==> config.mk <==
export PLATFORM = sky130hd
export DESIGN_NAME = mem_req_sequencer
export DESIGN_NICKNAME = d
export VERILOG_FILES = /design/src/rtl/mem_req_sequencer.sv
export SDC_FILE = /design/constraint.sdc
export NUM_CORES = 1
export LEC_CHECK = 0
export CORE_UTILIZATION = 49
export DETAILED_ROUTE_END_ITERATION = 16
export PLACE_DENSITY = 0.77
export SLEW_MARGIN = 25
export SYNTH_ARGS = -nofsm -noshare
export SYNTH_HDL_FRONTEND = slang
export SYNTH_SLANG_ARGS = --single-unit
==> constraint.sdc <==
create_clock -name clk_i -period 2.69 [get_ports clk_i]
set_input_delay 0.538 -clock clk_i [delete_from_list [all_inputs] [get_ports clk_i]]
set_output_delay 0.538 -clock clk_i [all_outputs]
set_load 0.02 [all_outputs]
==> src/rtl/mem_req_sequencer.sv <==
`default_nettype none
// -----------------------------------------------------------------------------
// mem_req_sequencer : write/read arbiter with credit-protected read-response FIFO
//                     in front of a single-port SRAM.                Rev 1.0
// -----------------------------------------------------------------------------
module mem_req_sequencer #(
  parameter int DATA_W    = 16,
  parameter int ADDR_W    = 10,
  parameter int RD_LAT    = 1,
  parameter int RSP_DEPTH = 4
) (
  input  logic              clk_i,
  input  logic              rst_ni,
  input  logic              wr_valid_i,
  output logic              wr_ready_o,
  input  logic [ADDR_W-1:0] wr_addr_i,
  input  logic [DATA_W-1:0] wr_data_i,
  input  logic              rd_valid_i,
  output logic              rd_ready_o,
  input  logic [ADDR_W-1:0] rd_addr_i,
  output logic              rsp_valid_o,
  input  logic              rsp_ready_i,
  output logic [DATA_W-1:0] rsp_data_o,
  output logic              mem_chip_en_o,
  output logic              mem_wr_en_o,
  output logic              mem_rd_en_o,
  output logic [ADDR_W-1:0] mem_addr_o,
  output logic [DATA_W-1:0] mem_wr_data_o,
  input  logic [DATA_W-1:0] mem_rd_data_i,
  output logic              busy_o
);

  localparam int C_PTR_W = $clog2(RSP_DEPTH);
  localparam int C_CNT_W = C_PTR_W + 1;
  localparam logic [C_CNT_W:0]   C_CREDITS = (C_CNT_W + 1)'(RSP_DEPTH);
  localparam logic [C_CNT_W-1:0] C_FULL    = C_CNT_W'(RSP_DEPTH);
  localparam logic [C_CNT_W-1:0] C_ONE     = C_CNT_W'(1);

  typedef enum logic {
    GNT_WR = 1'b0,
    GNT_RD = 1'b1
  } grant_e;

  grant_e              last_gnt_q;
  logic                mem_chip_en_q;
  logic                mem_wr_en_q;
  logic                mem_rd_en_q;
  logic [ADDR_W-1:0]   mem_addr_q;
  logic [DATA_W-1:0]   mem_wr_data_q;

  logic [RD_LAT-1:0]   rd_pipe_q;
  logic [RD_LAT-1:0]   rd_pipe_d;
  logic [C_CNT_W-1:0]  inflight_q;
  logic [C_CNT_W-1:0]  inflight_d;

  logic [DATA_W-1:0]   fifo_mem_q [RSP_DEPTH];
  logic [C_PTR_W-1:0]  wr_ptr_q;
  logic [C_PTR_W-1:0]  rd_ptr_q;
  logic [C_CNT_W-1:0]  fifo_count_q;
  logic [C_CNT_W-1:0]  fifo_count_d;

  logic [C_CNT_W:0]    credit_used;
  logic                rd_credit_ok;
  logic                wr_cand;
  logic                rd_cand;
  logic                gnt_wr;
  logic                gnt_rd;
  logic                push;
  logic                pop;

  // Reads are charged a credit at grant time so a read granted in the cycle
  // before its mem_rd_en rises is already counted against the FIFO space.
  assign credit_used  = {1'b0, inflight_q} + {1'b0, fifo_count_q};
  assign rd_credit_ok = credit_used < C_CREDITS;

  assign wr_cand = wr_valid_i & rst_ni;
  assign rd_cand = rd_valid_i & rd_credit_ok & rst_ni;
  assign gnt_wr  = wr_cand & (~rd_cand | (last_gnt_q == GNT_RD));
  assign gnt_rd  = rd_cand & (~wr_cand | (last_gnt_q == GNT_WR));

  assign wr_ready_o = gnt_wr;
  assign rd_ready_o = gnt_rd;

  assign push = rd_pipe_q[RD_LAT-1];
  assign pop  = rsp_valid_o & rsp_ready_i;

  always_comb begin
    rd_pipe_d    = rd_pipe_q << 1;
    rd_pipe_d[0] = mem_rd_en_q;
  end

  always_comb begin
    inflight_d = inflight_q;
    if (gnt_rd && !push) begin
      inflight_d = inflight_q + C_ONE;
    end else if (!gnt_rd && push) begin
      inflight_d = inflight_q - C_ONE;
    end
  end

  always_comb begin
    fifo_count_d = fifo_count_q;
    if (push && !pop) begin
      fifo_count_d = fifo_count_q + C_ONE;
    end else if (pop && !push) begin
      fifo_count_d = fifo_count_q - C_ONE;
    end
  end

  always_ff @(posedge clk_i or negedge rst_ni) begin
    if (!rst_ni) begin
      last_gnt_q    <= GNT_RD;
      mem_chip_en_q <= 1'b0;
      mem_wr_en_q   <= 1'b0;
      mem_rd_en_q   <= 1'b0;
      mem_addr_q    <= '0;
      mem_wr_data_q <= '0;
      rd_pipe_q     <= '0;
      inflight_q    <= '0;
      wr_ptr_q      <= '0;
      rd_ptr_q      <= '0;
      fifo_count_q  <= '0;
    end else begin
      mem_chip_en_q <= gnt_wr | gnt_rd;
      mem_wr_en_q   <= gnt_wr;
      mem_rd_en_q   <= gnt_rd;
      if (gnt_wr) begin
        mem_addr_q    <= wr_addr_i;
        mem_wr_data_q <= wr_data_i;
        last_gnt_q    <= GNT_WR;
      end else if (gnt_rd) begin
        mem_addr_q    <= rd_addr_i;
        last_gnt_q    <= GNT_RD;
      end
      rd_pipe_q    <= rd_pipe_d;
      inflight_q   <= inflight_d;
      fifo_count_q <= fifo_count_d;
      if (push) begin
        wr_ptr_q <= wr_ptr_q + 1'b1;
      end
      if (pop) begin
        rd_ptr_q <= rd_ptr_q + 1'b1;
      end
    end
  end

  // Storage needs no reset: validity is carried entirely by fifo_count_q.
  always_ff @(posedge clk_i) begin
    if (push) begin
      fifo_mem_q[wr_ptr_q] <= mem_rd_data_i;
    end
  end

  assign rsp_valid_o   = (fifo_count_q != '0);
  assign rsp_data_o    = fifo_mem_q[rd_ptr_q];
  assign busy_o        = (inflight_q != '0) | (fifo_count_q != '0);

  assign mem_chip_en_o = mem_chip_en_q;
  assign mem_wr_en_o   = mem_wr_en_q;
  assign mem_rd_en_o   = mem_rd_en_q;
  assign mem_addr_o    = mem_addr_q;
  assign mem_wr_data_o = mem_wr_data_q;

  a_no_fifo_overflow: assert property (@(posedge clk_i) disable iff (!rst_ni)
    !(push && (fifo_count_q == C_FULL)));

  a_inflight_no_overflow: assert property (@(posedge clk_i) disable iff (!rst_ni)
    !(gnt_rd && !push && (inflight_q == C_FULL)));

  a_inflight_no_underflow: assert property (@(posedge clk_i) disable iff (!rst_ni)
    !(push && (inflight_q == '0)));

endmodule
`default_nettype wire

Yosys cells after proc, flatten, opt, wreduce, memory -nomap -nowiden
Memories as Yosys holds them, arrays and structs flattened.
Index checks and enable logic that the tools add are counted.
Word-level totals
  register bits: 41
  memory bits (writable): 64
  input port bits: 57
  output and inout port bits: 49
  memories kept: 1
Operators by class
  $add $sub $neg: 7
  magnitude comparators: 1
  multiplexer cells: 10
  bitwise operators: 13
  reductions and logical operators: 12
Memory list
  fifo_mem_q: depth 4, width 16, read ports 1, clocked after memory_dff 0, write ports 1, line 56  | logic [DATA_W-1:0] fifo_mem_q [RSP_DEPTH];
Operators by type and width (count)
  $mux 10: 2
  $mux 3: 4
  $add 3x1->3 const B: 2
  $and 1x1->1: 6
  $reduce_bool 2->1: 3
  $reduce_bool 3->1: 2
  $sub 3x1->3 const B: 2
  $add 2x1->2 const B: 2
  $add 3x3->4: 1
  $logic_and 1x1->1: 4
  $lt 4x3->1 const B: 1
  $mux 1: 4
  $or 1x1->1: 4
  $logic_not 1->1: 3
  $not 1->1: 3

Depth between registers and ports, before layout
  depth in word-level cells: 9
  mapped depth: 10
  gate-level depth less buffers: 9

Worst setup path before layout
Ideal clock, no wire load.
  kind: register to register
  from: register inflight_q[2]
  to: register inflight_q[2]
  arrival: 2473 ps
  data required time: 2611 ps
  setup slack: 137 ps
  cell stages (with the launch flop): 11
  cell sequence: dfrtp_1 ha_1 nand4bb_1 nor4_1 buf_2 ha_1 inv_1 fa_1 xor2_1 nor2_1 xor2_1
On the way
  longest elaborated chain between the ends: 8
  elaborated cells between the ends (all ways): 13
  those cells by class: 3 x add/sub; 1 x order compare; 2 x mux; 3 x bitwise; 4 x reduce/logical
Ends and longest elaborated chain
  start: declaration: line 53  | logic [C_CNT_W-1:0] inflight_q;
  start signal: assignment: line 136  | inflight_q <= inflight_d;
  $add 3x3->4 (*): line 73  | assign credit_used = {1'b0, inflight_q} + {1'b0, fifo_count_q};
  $lt 4x3->1 (*): line 74  | assign rd_credit_ok = credit_used < C_CREDITS;
  $and 1x1->1 (*) (2 in series): line 77  | assign rd_cand = rd_valid_i & rd_credit_ok & rst_ni;
  $and 1x1->1 (*): line 79  | assign gnt_rd = rd_cand & (~wr_cand | (last_gnt_q == GNT_WR));
  named net rd_ready_o: line 19  | output logic rd_ready_o,
  $logic_not 1->1: line 96  | end else if (!gnt_rd && push) begin
  $logic_and 1x1->1: line 96
  $reduce_bool 2->1 (no line)
Mark *: on every way through the listed nets, which the timed path passes. The rest lies on a longest branch. The select of a mux whose other input is x is not followed.
A chain may end at the register's enable or synchronous reset.

Worst setup path in the final report
  from: register rd_ptr_q[0]
  to: output rsp_data_o[5]
On the way
  longest elaborated chain between the ends: 1
Ends and longest elaborated chain
  start: declaration: line 58  | logic [C_PTR_W-1:0] rd_ptr_q;
  start signal: assignment: line 142  | rd_ptr_q <= rd_ptr_q + 1'b1;
  $mem_v2 4x16
  end: declaration: line 23  | output logic [DATA_W-1:0] rsp_data_o,
Every way passes these cells.

==> impl_metrics.csv <==
group,metric,value,unit
status,status,"finished clean",
layout,final_core_util,68.9,%
placed_design,place_hpwl,5.42,mm
drt,drc,0,
setup_path,worstSetupStartpointType,"flop",
timing,hold_violations,0,
drt,num_vias,2411,
floorplanning,fp.dieH,94.5,um
timing,rsz0062_at_grt,"false",
drt,drt_iter0_markers,131,
setup_path,critical-path-slowest-cell,"clkdlybuf4s50_1",
placed_design,place_ws,-0.106,ns
job,max-cap-violations,0,
setup_path,path_cells,"buf_12, mux4_2, clkdlybuf4s50_1",
global_route,gr-total-overflow,0,
yosys,yosys_register_bits,105,
timing,tightest_slew,0.822,ns
floorplanning,rows,33,
timing,min_period_over_period,96.7,%
layout,multi_input_area,0.00107,mm2
hold_path,hold_class,"input pin to async pin",
timing,slew-limit-headroom,45.2,%
placed_design,gp_congestion,0.860,
setup_path,reg2reg_slack,0.25,ns
floorplanning,coreArea,0.00826,mm2
yosys,synthDistinctLibCells,30,
layout,antenna_cells,0,
cts,numCtsBuffers,9,
setup_path,cp_top_family,"buffers and inverters",
drt,first_pass_iters,6,
layout,final_cells,467,
placed_design,io_buffers,105,
layout,drive_gt1_share,19.9,%
cts,cts_root_buf,"clkbuf_8",
layout,nFillCells,582,
timing,maxSlewViolCount,0,
power_and_ir_drop,p_total,5.36,mW
yosys,synth.avg_cell_area,17.9,um2
floorplanning,start_util,50.8,%
yosys,synth_nets,302,
yosys,synth_warnings,0,
setup_path,crit_buf_inv,2,
drt,wl_per_cell,16.5,um
setup_path,crit_path_max_incr_delay,0.55,ns
global_route,antenna_found_initial,0,
layout,num-nets-final,425,
global_route,grt_max_degree,26,
power_and_ir_drop,peakVddDrop,463,uV
yosys,synth.largest_area_cell,"edfxtp_1",
floorplanning,dieArea,0.00894,mm2
global_route,grt_pass1_wl,12.9,mm
setup_path,critPathKind,"flop to output pin",
cts,clkTransAtPathRegs,0.10,ns
global_route,grt_pass1_vias,2615,
yosys,synth_top_area_share,45.8,%
yosys,synthCells,235,
setup_path,cp_data_required_time,2.15,ns
cts,cts_max_level,3,
floorplanning,ioPinCount,106,
floorplanning,fp.dieW,94.5,um
drt,drt_wl_total,7.69,mm
yosys,synth_area_leaders,"edfxtp_1, dfrtp_1, mux4_2",
layout,regArea,0.00295,mm2
timing,finalSetupViolations,0,
setup_path,crit_fanout,16,
cts,clock_latency,0.35,ns
timing,max_freq,384,MHz
timing,worst_slack,0.0890,ns
drt,antenna_left,0,
drt,vias_per_cell,5.16,
setup_path,critPathArrivalTime,2.06,ns
placed_design,placedCellCount,451,
cts,cts_buffer_depth,2,
cts,cts.sinks,105,
timing,skew,0.00688,ns
layout,syn_to_final_growth,35.6,%
cts,cts_tree,"yes",
setup_path,crit_path_start,"rd_ptr_q[0]",
setup_path,r2r-start,"inflight_q[1]",
power_and_ir_drop,leakagePower,2.29,nW
yosys,ys_seq_area_share,70.3,%
yosys,synth_area,0.00420,mm2
global_route,grt_usage,19.5,%
power_and_ir_drop,p_per_area,942,mW/mm2
timing,post-route-min-period,2.60,ns
setup_path,crit_path_end_kind,"output pin",
-- worst paths after layout --
path	cells after the start	end
max in group asynchronous	3	last_gnt_q
hold / removal	2	mem_addr_o[1]
hold reg to reg	0	push
setup reg to reg	10	inflight_q[2]
setup / recovery	3	rsp_data_o[5]
min in group clk_i	0	push
-- flip-flops by register name, indices dropped and copies added, names as in the netlist --
register       flops
inflight_q         3
last_gnt_q         1
mem_chip_en_o      1
mem_addr_o        10
wr_ptr_q           2
push               1
fifo_count_q       3
mem_wr_data_o     16
rd_ptr_q           2
mem_rd_en_o        1
fifo_mem_q        64
mem_wr_en_o        1
-- cell families after synthesis --
family                     Yosys count  synth area share [%]
DFF                                105                  70.3
and+or+nand+nor                     17                  2.53
muxes                               34                  13.4
AOI/OAI and AO/OA                   15                  3.97
adders and majority gates           10                  3.34
buffers and inverters               45                  4.59
xor gates and xnor gates             9                  1.88
-- placed cells by master (no fill, tap or decap), types with 2 or more instances in the layout --
cell type        Yosys  final
a222oi_1            10     10
a31oi_4              2      2
and2_1               4      4
buf_4                1     14
bufinv_16            0      2
clkbuf_8             0      9
clkdlybuf4s50_1      0     91
dfrtp_1             40     40
dlygate4sd2_1        0      2
dlymetal6s2s_1       0     10
edfxtp_1            64     64
fa_1                 2      2
ha_1                 8      8
inv_1               37     37
inv_6                0      2
mux2_2              18     18
mux4_2              16     16
nand2_1              3      3
nor2_1               2      2
xnor2_1              4      4
xor2_1               5      5
-- cells in the mapped netlist (all sizes together) --
master    n
and2      4
xnor2     4
and3      2
a222oi   10
dfstp     1
xor2      5
buf       7
a32o      1
dfrtp    40
a31oi     2
edfxtp   64
mux4     16
or3       1
nand4bb   1
nor2      2
mux2     18
or4       1
clkbuf    1
nand3     1
fa        2
o31a      1
nor4      1
and4bb    1
ha        8
o21ai     1
nand2     3
inv      37
-- stage by stage --
stage / area (um2) / hold slack [ns] / TNS, ns
after floorplan: 4200 / 0.242 / 0
after global placement: 5440 / 0.375 / -0.149
final: 5690 / 0.156 / 0
after CTS: 5660 / 0.136 / 0
after detailed placement: 5440 / 0.380 / -0.184
after global routing: 5690 / 0.136 / 0
-- where the power goes --
group          leakage, nW  internal, mW  switching (mW)
sequential            1.05          2.00           0.189
clock                0.106         0.524           0.520
combinational         1.13          1.12            1.00
total                 2.29          3.65            1.71
-- metal layers --
metal / GRT usage, % / routed length [um]
met4: 5.68 / 102
met1: 23.7 / 3180
met2: 32.9 / 3760
met5: 0 / 0
met3: 7.25 / 644
-- what timing repair did --
action                                  CTS  global route
endpoints found under the setup margin    3            12
pin swaps                                 0             1
resized for setup                         4            12
setup buffers                             0             1
hold endpoints to repair                  0             0
hold buffers                              0             0
-- area by class of cell --
class | count | share of cell area [%]
clock buffer | 9 | 2.18
clock inverter | 6 | 1.58
inverter | 37 | 2.44
multi-input combinational | 85 | 18.8
sequential | 105 | 51.8
tap | 105 | 2.31
timing repair buffer | 120 | 20.9
Note: power is estimated with default switching activity, not from simulation.
